**src/rtl/axil_initiator.sv**
```systemverilog
// axil_initiator
// ----------------------------------------------------------------------------
// Bridges a single-beat valid/ready register command port onto an AXI4-Lite
// initiator port (m_ctrl_*), and returns each outcome on a response port.
// Only one transaction is in flight at a time.
//
// Optional feature macro: AXIL_INIT_TIMEOUT_EN
//   Defined     : a watchdog bounds the wait in WRESP/RDATA. When it expires,
//                 the block returns a synthesized SLVERR response with
//                 rsp_timeout = 1. The late B/R beat is drained and discarded
//                 before the next command is accepted.
//   Not defined : WRESP/RDATA wait indefinitely and rsp_timeout is tied to 0.
//
// Ports
//   clk, reset                  single clock, synchronous active-high reset
//   cmd_*                       command in (valid/ready, write, addr, wdata,
//                               wstrb, prot)
//   rsp_*                       response out (valid/ready, write, rdata,
//                               resp, timeout)
//   m_ctrl_aw*/w*/b*/ar*/r*     AXI4-Lite initiator channels
// ----------------------------------------------------------------------------
module axil_initiator #(
  parameter int ADDR_W  = 32,
  parameter int DATA_W  = 32,
  parameter int TIMEOUT = 256
) (
  input  logic                clk,
  input  logic                reset,
  // command port
  input  logic                cmd_valid,
  output logic                cmd_ready,
  input  logic                cmd_write,
  input  logic [ADDR_W-1:0]   cmd_addr,
  input  logic [DATA_W-1:0]   cmd_wdata,
  input  logic [DATA_W/8-1:0] cmd_wstrb,
  input  logic [2:0]          cmd_prot,
  // response port
  output logic                rsp_valid,
  input  logic                rsp_ready,
  output logic                rsp_write,
  output logic [DATA_W-1:0]   rsp_rdata,
  output logic [1:0]          rsp_resp,
  output logic                rsp_timeout,
  // AXI4-Lite write address
  output logic                m_ctrl_awvalid,
  input  logic                m_ctrl_awready,
  output logic [ADDR_W-1:0]   m_ctrl_awaddr,
  output logic [2:0]          m_ctrl_awprot,
  // AXI4-Lite write data
  output logic                m_ctrl_wvalid,
  input  logic                m_ctrl_wready,
  output logic [DATA_W-1:0]   m_ctrl_wdata,
  output logic [DATA_W/8-1:0] m_ctrl_wstrb,
  // AXI4-Lite write response
  input  logic                m_ctrl_bvalid,
  output logic                m_ctrl_bready,
  input  logic [1:0]          m_ctrl_bresp,
  // AXI4-Lite read address
  output logic                m_ctrl_arvalid,
  input  logic                m_ctrl_arready,
  output logic [ADDR_W-1:0]   m_ctrl_araddr,
  output logic [2:0]          m_ctrl_arprot,
  // AXI4-Lite read data
  input  logic                m_ctrl_rvalid,
  output logic                m_ctrl_rready,
  input  logic [DATA_W-1:0]   m_ctrl_rdata,
  input  logic [1:0]          m_ctrl_rresp
);

  localparam int STRB_W = DATA_W / 8;

  // An illegally parameterised instance never accepts a command, so a bad
  // configuration shows up as a stalled command port instead of corrupt beats.
  localparam bit CFG_OK = ((DATA_W == 32) || (DATA_W == 64)) && (TIMEOUT >= 2);

  typedef enum logic [2:0] {
    IDLE  = 3'd0,
    WADDR = 3'd1,
    WRESP = 3'd2,
    RADDR = 3'd3,
    RDATA = 3'd4,
    RSP   = 3'd5
  } state_t;

  state_t state_reg, state_next;

  // request-side registers
  logic [ADDR_W-1:0] addr_reg;
  logic [2:0]        prot_reg;
  logic [DATA_W-1:0] wdata_reg;
  logic [STRB_W-1:0] wstrb_reg;
  logic              awvalid_reg;
  logic              wvalid_reg;
  logic              arvalid_reg;
  logic              aw_done_reg;
  logic              w_done_reg;

  // response-side registers
  logic              rsp_write_reg;
  logic [DATA_W-1:0] rsp_rdata_reg;
  logic [1:0]        rsp_resp_reg;

  // handshakes
  logic cmd_fire;
  logic aw_fire;
  logic w_fire;
  logic ar_fire;
  logic aw_ok;
  logic w_ok;
  logic b_take;
  logic r_take;

  // watchdog interface (constant in the default build)
  logic wd_expire;
  logic drain_any;

  assign cmd_fire = cmd_valid && cmd_ready;
  assign aw_fire  = awvalid_reg && m_ctrl_awready;
  assign w_fire   = wvalid_reg && m_ctrl_wready;
  assign ar_fire  = arvalid_reg && m_ctrl_arready;
  // a channel counts as done if it completed earlier or completes this cycle
  assign aw_ok    = aw_done_reg || aw_fire;
  assign w_ok     = w_done_reg || w_fire;
  // B/R taken as the real response only in their wait states; beats seen
  // while draining are discarded by the watchdog logic
  assign b_take   = (state_reg == WRESP) && m_ctrl_bvalid;
  assign r_take   = (state_reg == RDATA) && m_ctrl_rvalid;

  assign cmd_ready = CFG_OK && (state_reg == IDLE) && !reset && !drain_any;

`ifdef AXIL_INIT_TIMEOUT_EN
  localparam int CNT_W = $clog2(TIMEOUT + 1);

  logic [CNT_W-1:0] wd_cnt_reg;
  logic             bdrain_reg;
  logic             rdrain_reg;
  logic             rsp_timeout_reg;
  logic             waiting;

  assign waiting   = ((state_reg == WRESP) && !m_ctrl_bvalid) ||
                     ((state_reg == RDATA) && !m_ctrl_rvalid);
  // wd_cnt_reg is 0 in the first cycle of the wait state, so it reads
  // TIMEOUT-1 in the TIMEOUT-th cycle spent waiting
  assign wd_expire = waiting && (wd_cnt_reg == CNT_W'(TIMEOUT - 1));
  assign drain_any = bdrain_reg || rdrain_reg;

  assign m_ctrl_bready = (state_reg == WRESP) || bdrain_reg;
  assign m_ctrl_rready = (state_reg == RDATA) || rdrain_reg;
  assign rsp_timeout   = rsp_timeout_reg;

  always_ff @(posedge clk) begin
    if (reset) begin
      wd_cnt_reg <= '0;
      bdrain_reg <= 1'b0;
      rdrain_reg <= 1'b0;
    end else begin
      // every entry into WRESP/RDATA comes from another state, so clearing
      // outside them restarts the count on entry
      if ((state_reg == WRESP) || (state_reg == RDATA)) begin
        wd_cnt_reg <= wd_cnt_reg + 1'b1;
      end else begin
        wd_cnt_reg <= '0;
      end

      // drains cannot overlap a wait state since no command is accepted
      // while a drain is pending
      if (wd_expire && (state_reg == WRESP)) begin
        bdrain_reg <= 1'b1;
      end else if (bdrain_reg && m_ctrl_bvalid) begin
        bdrain_reg <= 1'b0;
      end

      if (wd_expire && (state_reg == RDATA)) begin
        rdrain_reg <= 1'b1;
      end else if (rdrain_reg && m_ctrl_rvalid) begin
        rdrain_reg <= 1'b0;
      end
    end
  end
`else
  assign wd_expire     = 1'b0;
  assign drain_any     = 1'b0;
  assign m_ctrl_bready = (state_reg == WRESP);
  assign m_ctrl_rready = (state_reg == RDATA);
  assign rsp_timeout   = 1'b0;
`endif

  // --------------------------------------------------------------------------
  // FSM
  // --------------------------------------------------------------------------
  always_ff @(posedge clk) begin
    if (reset) begin
      state_reg <= IDLE;
    end else begin
      state_reg <= state_next;
    end
  end

  always_comb begin
    state_next = state_reg;
    case (state_reg)
      IDLE: begin
        if (cmd_fire) begin
          state_next = cmd_write ? WADDR : RADDR;
        end
      end
      WADDR: begin
        if (aw_ok && w_ok) begin
          state_next = WRESP;
        end
      end
      WRESP: begin
        if (b_take || wd_expire) begin
          state_next = RSP;
        end
      end
      RADDR: begin
        if (ar_fire) begin
          state_next = RDATA;
        end
      end
      RDATA: begin
        if (r_take || wd_expire) begin
          state_next = RSP;
        end
      end
      RSP: begin
        if (rsp_ready) begin
          state_next = IDLE;
        end
      end
      default: state_next = IDLE;
    endcase
  end

  // --------------------------------------------------------------------------
  // Request channels and response capture
  // --------------------------------------------------------------------------
  always_ff @(posedge clk) begin
    if (reset) begin
      addr_reg      <= '0;
      prot_reg      <= '0;
      wdata_reg     <= '0;
      wstrb_reg     <= '0;
      awvalid_reg   <= 1'b0;
      wvalid_reg    <= 1'b0;
      arvalid_reg   <= 1'b0;
      aw_done_reg   <= 1'b0;
      w_done_reg    <= 1'b0;
      rsp_write_reg <= 1'b0;
      rsp_rdata_reg <= '0;
      rsp_resp_reg  <= '0;
`ifdef AXIL_INIT_TIMEOUT_EN
      rsp_timeout_reg <= 1'b0;
`endif
    end else begin
      if (cmd_fire) begin
        addr_reg    <= cmd_addr;
        prot_reg    <= cmd_prot;
        aw_done_reg <= 1'b0;
        w_done_reg  <= 1'b0;
        if (cmd_write) begin
          wdata_reg   <= cmd_wdata;
          wstrb_reg   <= cmd_wstrb;
          awvalid_reg <= 1'b1;
          wvalid_reg  <= 1'b1;
        end else begin
          arvalid_reg <= 1'b1;
        end
      end

      // each valid drops on its own handshake edge
      if (aw_fire) begin
        awvalid_reg <= 1'b0;
        aw_done_reg <= 1'b1;
      end
      if (w_fire) begin
        wvalid_reg <= 1'b0;
        w_done_reg <= 1'b1;
      end
      if (ar_fire) begin
        arvalid_reg <= 1'b0;
      end

      if (b_take) begin
        rsp_write_reg <= 1'b1;
        rsp_rdata_reg <= '0;
        rsp_resp_reg  <= m_ctrl_bresp;
`ifdef AXIL_INIT_TIMEOUT_EN
        rsp_timeout_reg <= 1'b0;
`endif
      end else if (r_take) begin
        rsp_write_reg <= 1'b0;
        rsp_rdata_reg <= m_ctrl_rdata;
        rsp_resp_reg  <= m_ctrl_rresp;
`ifdef AXIL_INIT_TIMEOUT_EN
        rsp_timeout_reg <= 1'b0;
`endif
      end
`ifdef AXIL_INIT_TIMEOUT_EN
      else if (wd_expire) begin
        rsp_write_reg   <= (state_reg == WRESP);
        rsp_rdata_reg   <= '0;
        rsp_resp_reg    <= 2'b10;
        rsp_timeout_reg <= 1'b1;
      end
`endif
    end
  end

  assign m_ctrl_awvalid = awvalid_reg;
  assign m_ctrl_awaddr  = addr_reg;
  assign m_ctrl_awprot  = prot_reg;
  assign m_ctrl_wvalid  = wvalid_reg;
  assign m_ctrl_wdata   = wdata_reg;
  assign m_ctrl_wstrb   = wstrb_reg;
  assign m_ctrl_arvalid = arvalid_reg;
  assign m_ctrl_araddr  = addr_reg;
  assign m_ctrl_arprot  = prot_reg;

  assign rsp_valid = (state_reg == RSP);
  assign rsp_write = rsp_write_reg;
  assign rsp_rdata = rsp_rdata_reg;
  assign rsp_resp  = rsp_resp_reg;

endmodule

```
**config.mk**
```make
export PLATFORM = sky130hd
export DESIGN_NAME = axil_initiator
export DESIGN_NICKNAME = d
export VERILOG_FILES = /design/src/rtl/axil_initiator.sv
export SDC_FILE = /design/constraint.sdc
export NUM_CORES = 1
export LEC_CHECK = 0
export ABC_AREA = 1
export BUFFER_PORTS_ARGS = -buffer_cell sky130_fd_sc_hd__buf_2
export CAP_MARGIN = 20
export CORE_ASPECT_RATIO = 0.8
export CORE_UTILIZATION = 45
export CTS_BUF_LIST = sky130_fd_sc_hd__clkbuf_4 sky130_fd_sc_hd__clkbuf_8
export DETAILED_ROUTE_END_ITERATION = 12
export PLACE_DENSITY = 0.84
export SLEW_MARGIN = 40
export SYNTH_ARGS = -nofsm -noshare
export SYNTH_HDL_FRONTEND = slang
export SYNTH_SLANG_ARGS = --single-unit
```
**constraint.sdc**
```tcl
create_clock -name clk -period 2.8 [get_ports clk]
set_input_delay 0.56 -clock clk [delete_from_list [all_inputs] [get_ports clk]]
set_output_delay 0.56 -clock clk [all_outputs]
set_load 0.1 [all_outputs]
```
==> flow_metrics.tcl <==
set metrics [dict create \
    first_global_vias 3787 \
    cts_root_buf "sky130_fd_sc_hd__clkbuf_8" \
    instance_count_of_the_mapped_netlist 575 \
    detail_route.vias_per_cell 4.738 \
    whs_ps 321.6 \
    route.antenna.remaining_nets 0 \
    nNetsFinal 910 \
    number_of_clock_buffers_inserted_by_tritoncts 17 \
    synthesis.area_per_instance_sq_um 7.877 \
    worst-endpoint-arrival_ps 1670 \
    grt_util_all_layers_pct 21.81 \
    drive_gt1_share_pct 39.38 \
    share_seq_of_total_power_pct 28.6 \
    post-route-min-period_ps 2231 \
    fin_worst_skew_ps 12.25 \
    max_slew_margin_pct 59.59 \
    cts_post_setup_buffers_inserted 0 \
    syn-cell-area_sq_mm 0.004529 \
    worst_ep_required_time_ps 2240 \
    most_frequently_used_cell_type_in_the_post_synthesis_netlist "sky130_fd_sc_hd__nand2_1" \
    crit_fanout 9 \
    drt_first_pass_iters 4 \
    h-tree-depth 4 \
    p_comb_share_pct 49.0 \
    clk_transition_reported_paths_ps 70 \
    cts_tree "yes" \
    clock-sinks 114 \
    postLayoutCoreUtil_pct 61.64 \
    tns_ps 0 \
    worst-slew-pin-transition_ps 605.3 \
    synth_top_cell_area_share_pct 50.39 \
    worst_hold_path.num_cells 2 \
    outcome "finished, final reports clean" \
    maxClockFrequency_mhz 448.3 \
    drt_first_iter_violations 216 \
    cellPowerDensity_mw_per_mm2 1179 \
    ir_worst_vdd_uv 846.9 \
    synth_largest_area_cell "sky130_fd_sc_hd__dfxtp_1" \
    num_io_pins 266 \
    final-max-slew-violation-count 0 \
    layout_worst_path_cycle_share_pct 79.67 \
    yosysSeqAreaShare_pct 50.39 \
    synth_warnings 0 \
    core_region_area_sq_mm 0.009729 \
    crit_path_cell_trace "nor2_4, nand2_1, nor2_1, buf_2" \
    postSynthRegisterBits 114 \
    num_vias 4458 \
    routabilityCongestion 0.8107 \
    start_kind "flip-flop" \
    wirelength_microns 11580 \
    grt_start_max_net_pins 48 \
    end_kind "output pin" \
    core.rowCount 32 \
    globalRoute.totalOverflow 0 \
    postCtsHoldBufs 0 \
    critical-path-slowest-cell "sky130_fd_sc_hd__dfxtp_1" \
    crit_cells 4 \
    synth.distinct_cells 25 \
    ff2ff_path_depth 6 \
    num_antenna_cells 0 \
    post-route-drc-count 0 \
    fp.dieArea_sq_mm 0.01047 \
    start_util_pct 46.55 \
    setup_repair_after_global_routing_missed_its_margin "no" \
    clock_latency_on_the_worst_skew_pair_ps 420 \
    critical_path_class "reg -> out" \
    timing.hold.worst.class "in -> reg" \
    antenna_violations_before_repair 0 \
    postSynth.topFlopCell "sky130_fd_sc_hd__dfxtp_1" \
    cts.repair.resized 0 \
    cellInternalPower_mw 3.293 \
    cts_max_path_buffers 2 \
    leading_post_synthesis_cells_by_cell_area "sky130_fd_sc_hd__dfxtp_1, sky130_fd_sc_hd__nand2_1, sky130_fd_sc_hd__nand3_1" \
    wire_per_inst_microns 12.31 \
    first_pass_grt_wire_length_microns 17860 \
    hold_violations 0 \
    power.share.clock_pct 22.5 \
    switching_share_pct 53.43 \
    die_height_microns 91.74 \
    async_reset_ff_share_pct 0 \
    flow.area_growth_from_synthesis_pct 32.40 \
    path_buf_inv 1 \
    synth-edff-count 0 \
    synth_common_cells "sky130_fd_sc_hd__nand2_1, sky130_fd_sc_hd__dfxtp_1, sky130_fd_sc_hd__nor2_1, sky130_fd_sc_hd__nand3_1, sky130_fd_sc_hd__a21oi_1" \
    dieWidth_microns 114.2 \
    cp_slowest_stage_delay_ps 440 \
    netSwitchingPower_mw 3.779 \
    static_leak_nw 3.247 \
    detailedPlacementHpwl_microns 8296 \
    post_synthesis_net_count 692 \
    cpLargestDelayFamily "flip-flops" \
    timing.final.setup_violations 0 \
    port-buffer-count 264 \
    drv.max_cap_violation_count 0 \
]
[final timing paths]
path,start,end,slack (ps)
setup / recovery,state_reg[0]$_SDFFE_PP0P_,cmd_ready,570
setup reg to reg,state_reg[0]$_SDFFE_PP0P_,m_ctrl_wstrb[1]$_SDFFE_PP0P_,900
hold reg to reg,rsp_rdata[8]$_SDFFE_PP0P_,rsp_rdata[8]$_SDFFE_PP0P_,460
hold / removal,m_ctrl_awready,m_ctrl_awvalid$_SDFFE_PP0P_,320
[cell families (layout without fill, tap and decap cells)]
logic type,count (synthesis),count (layout),synth area share [%]
other,1,1,0.08279
AO/OA/AOI/OAI,83,83,9.172
AND/OR/NAND/NOR,292,292,28.01
buffers and inverters,85,315,12.35
flip-flops,114,114,50.39
[routing by layer]
layer,share of wire [%],track usage (%),vias up
met4,1.5,9.848,0
met5,0,0,-
li1,-,-,2268
met3,7.9,7.138,18
met1,42,25.91,1995
met2,48,35.76,177
[per-stage QoR]
step / std cells / cell area, sq um / total power, mW / worst slack [ps]
final: 941 / 5997 / 7.073 / 569.3
after global routing: 941 / 5997 / 7.364 / 445.0
after CTS: 941 / 5997 / 7.120 / 544.2
after detailed placement: 910 / 5582 / 5.522 / 741.2
after global placement: 910 / 5582 / 5.508 / 796.7
after floorplan: 575 / 4529 / 5.172 / 191.0
[area by class of cell]
type	instances	area, sq um
Clock buffer	21	282.8
Clock inverter	10	132.6
Fill cell	900	3732
Inverter	12	45.04
Multi-Input combinational cell	376	1688
Sequential cell	114	2282
Tap cell	136	170.2
Timing Repair Buffer	272	1396
[placed cells by master (no fill, tap or decap), types with 2 or more instances in the layout]
| cell type | instances |
|---|---|
| sky130_fd_sc_hd__buf_2 | 263 |
| sky130_fd_sc_hd__nand2_1 | 122 |
| sky130_fd_sc_hd__dfxtp_1 | 114 |
| sky130_fd_sc_hd__nor2_1 | 86 |
| sky130_fd_sc_hd__nand3_1 | 72 |
| sky130_fd_sc_hd__a21oi_1 | 41 |
| sky130_fd_sc_hd__o21ai_0 | 22 |
| sky130_fd_sc_hd__o21ai_1 | 20 |
| sky130_fd_sc_hd__clkbuf_8 | 20 |
| sky130_fd_sc_hd__inv_1 | 8 |
| sky130_fd_sc_hd__buf_4 | 8 |
| sky130_fd_sc_hd__clkinv_2 | 5 |
| sky130_fd_sc_hd__inv_2 | 4 |
| sky130_fd_sc_hd__nor3_2 | 3 |
| sky130_fd_sc_hd__bufinv_16 | 3 |
| sky130_fd_sc_hd__nor2_4 | 2 |
| sky130_fd_sc_hd__clkinv_4 | 2 |
[power groups by stage]
stage / registers, mW / clock network (mW) / logic [mW]
floorplan: 3.55 / 0 / 1.62
global route: 2.05 / 1.71 / 3.60
CTS: 2.02 / 1.63 / 3.47
global placement: 2.05 / 0 / 3.46
finish: 2.02 / 1.59 / 3.46
detailed placement: 2.05 / 0 / 3.47
Power figures use the tool's default switching activity.
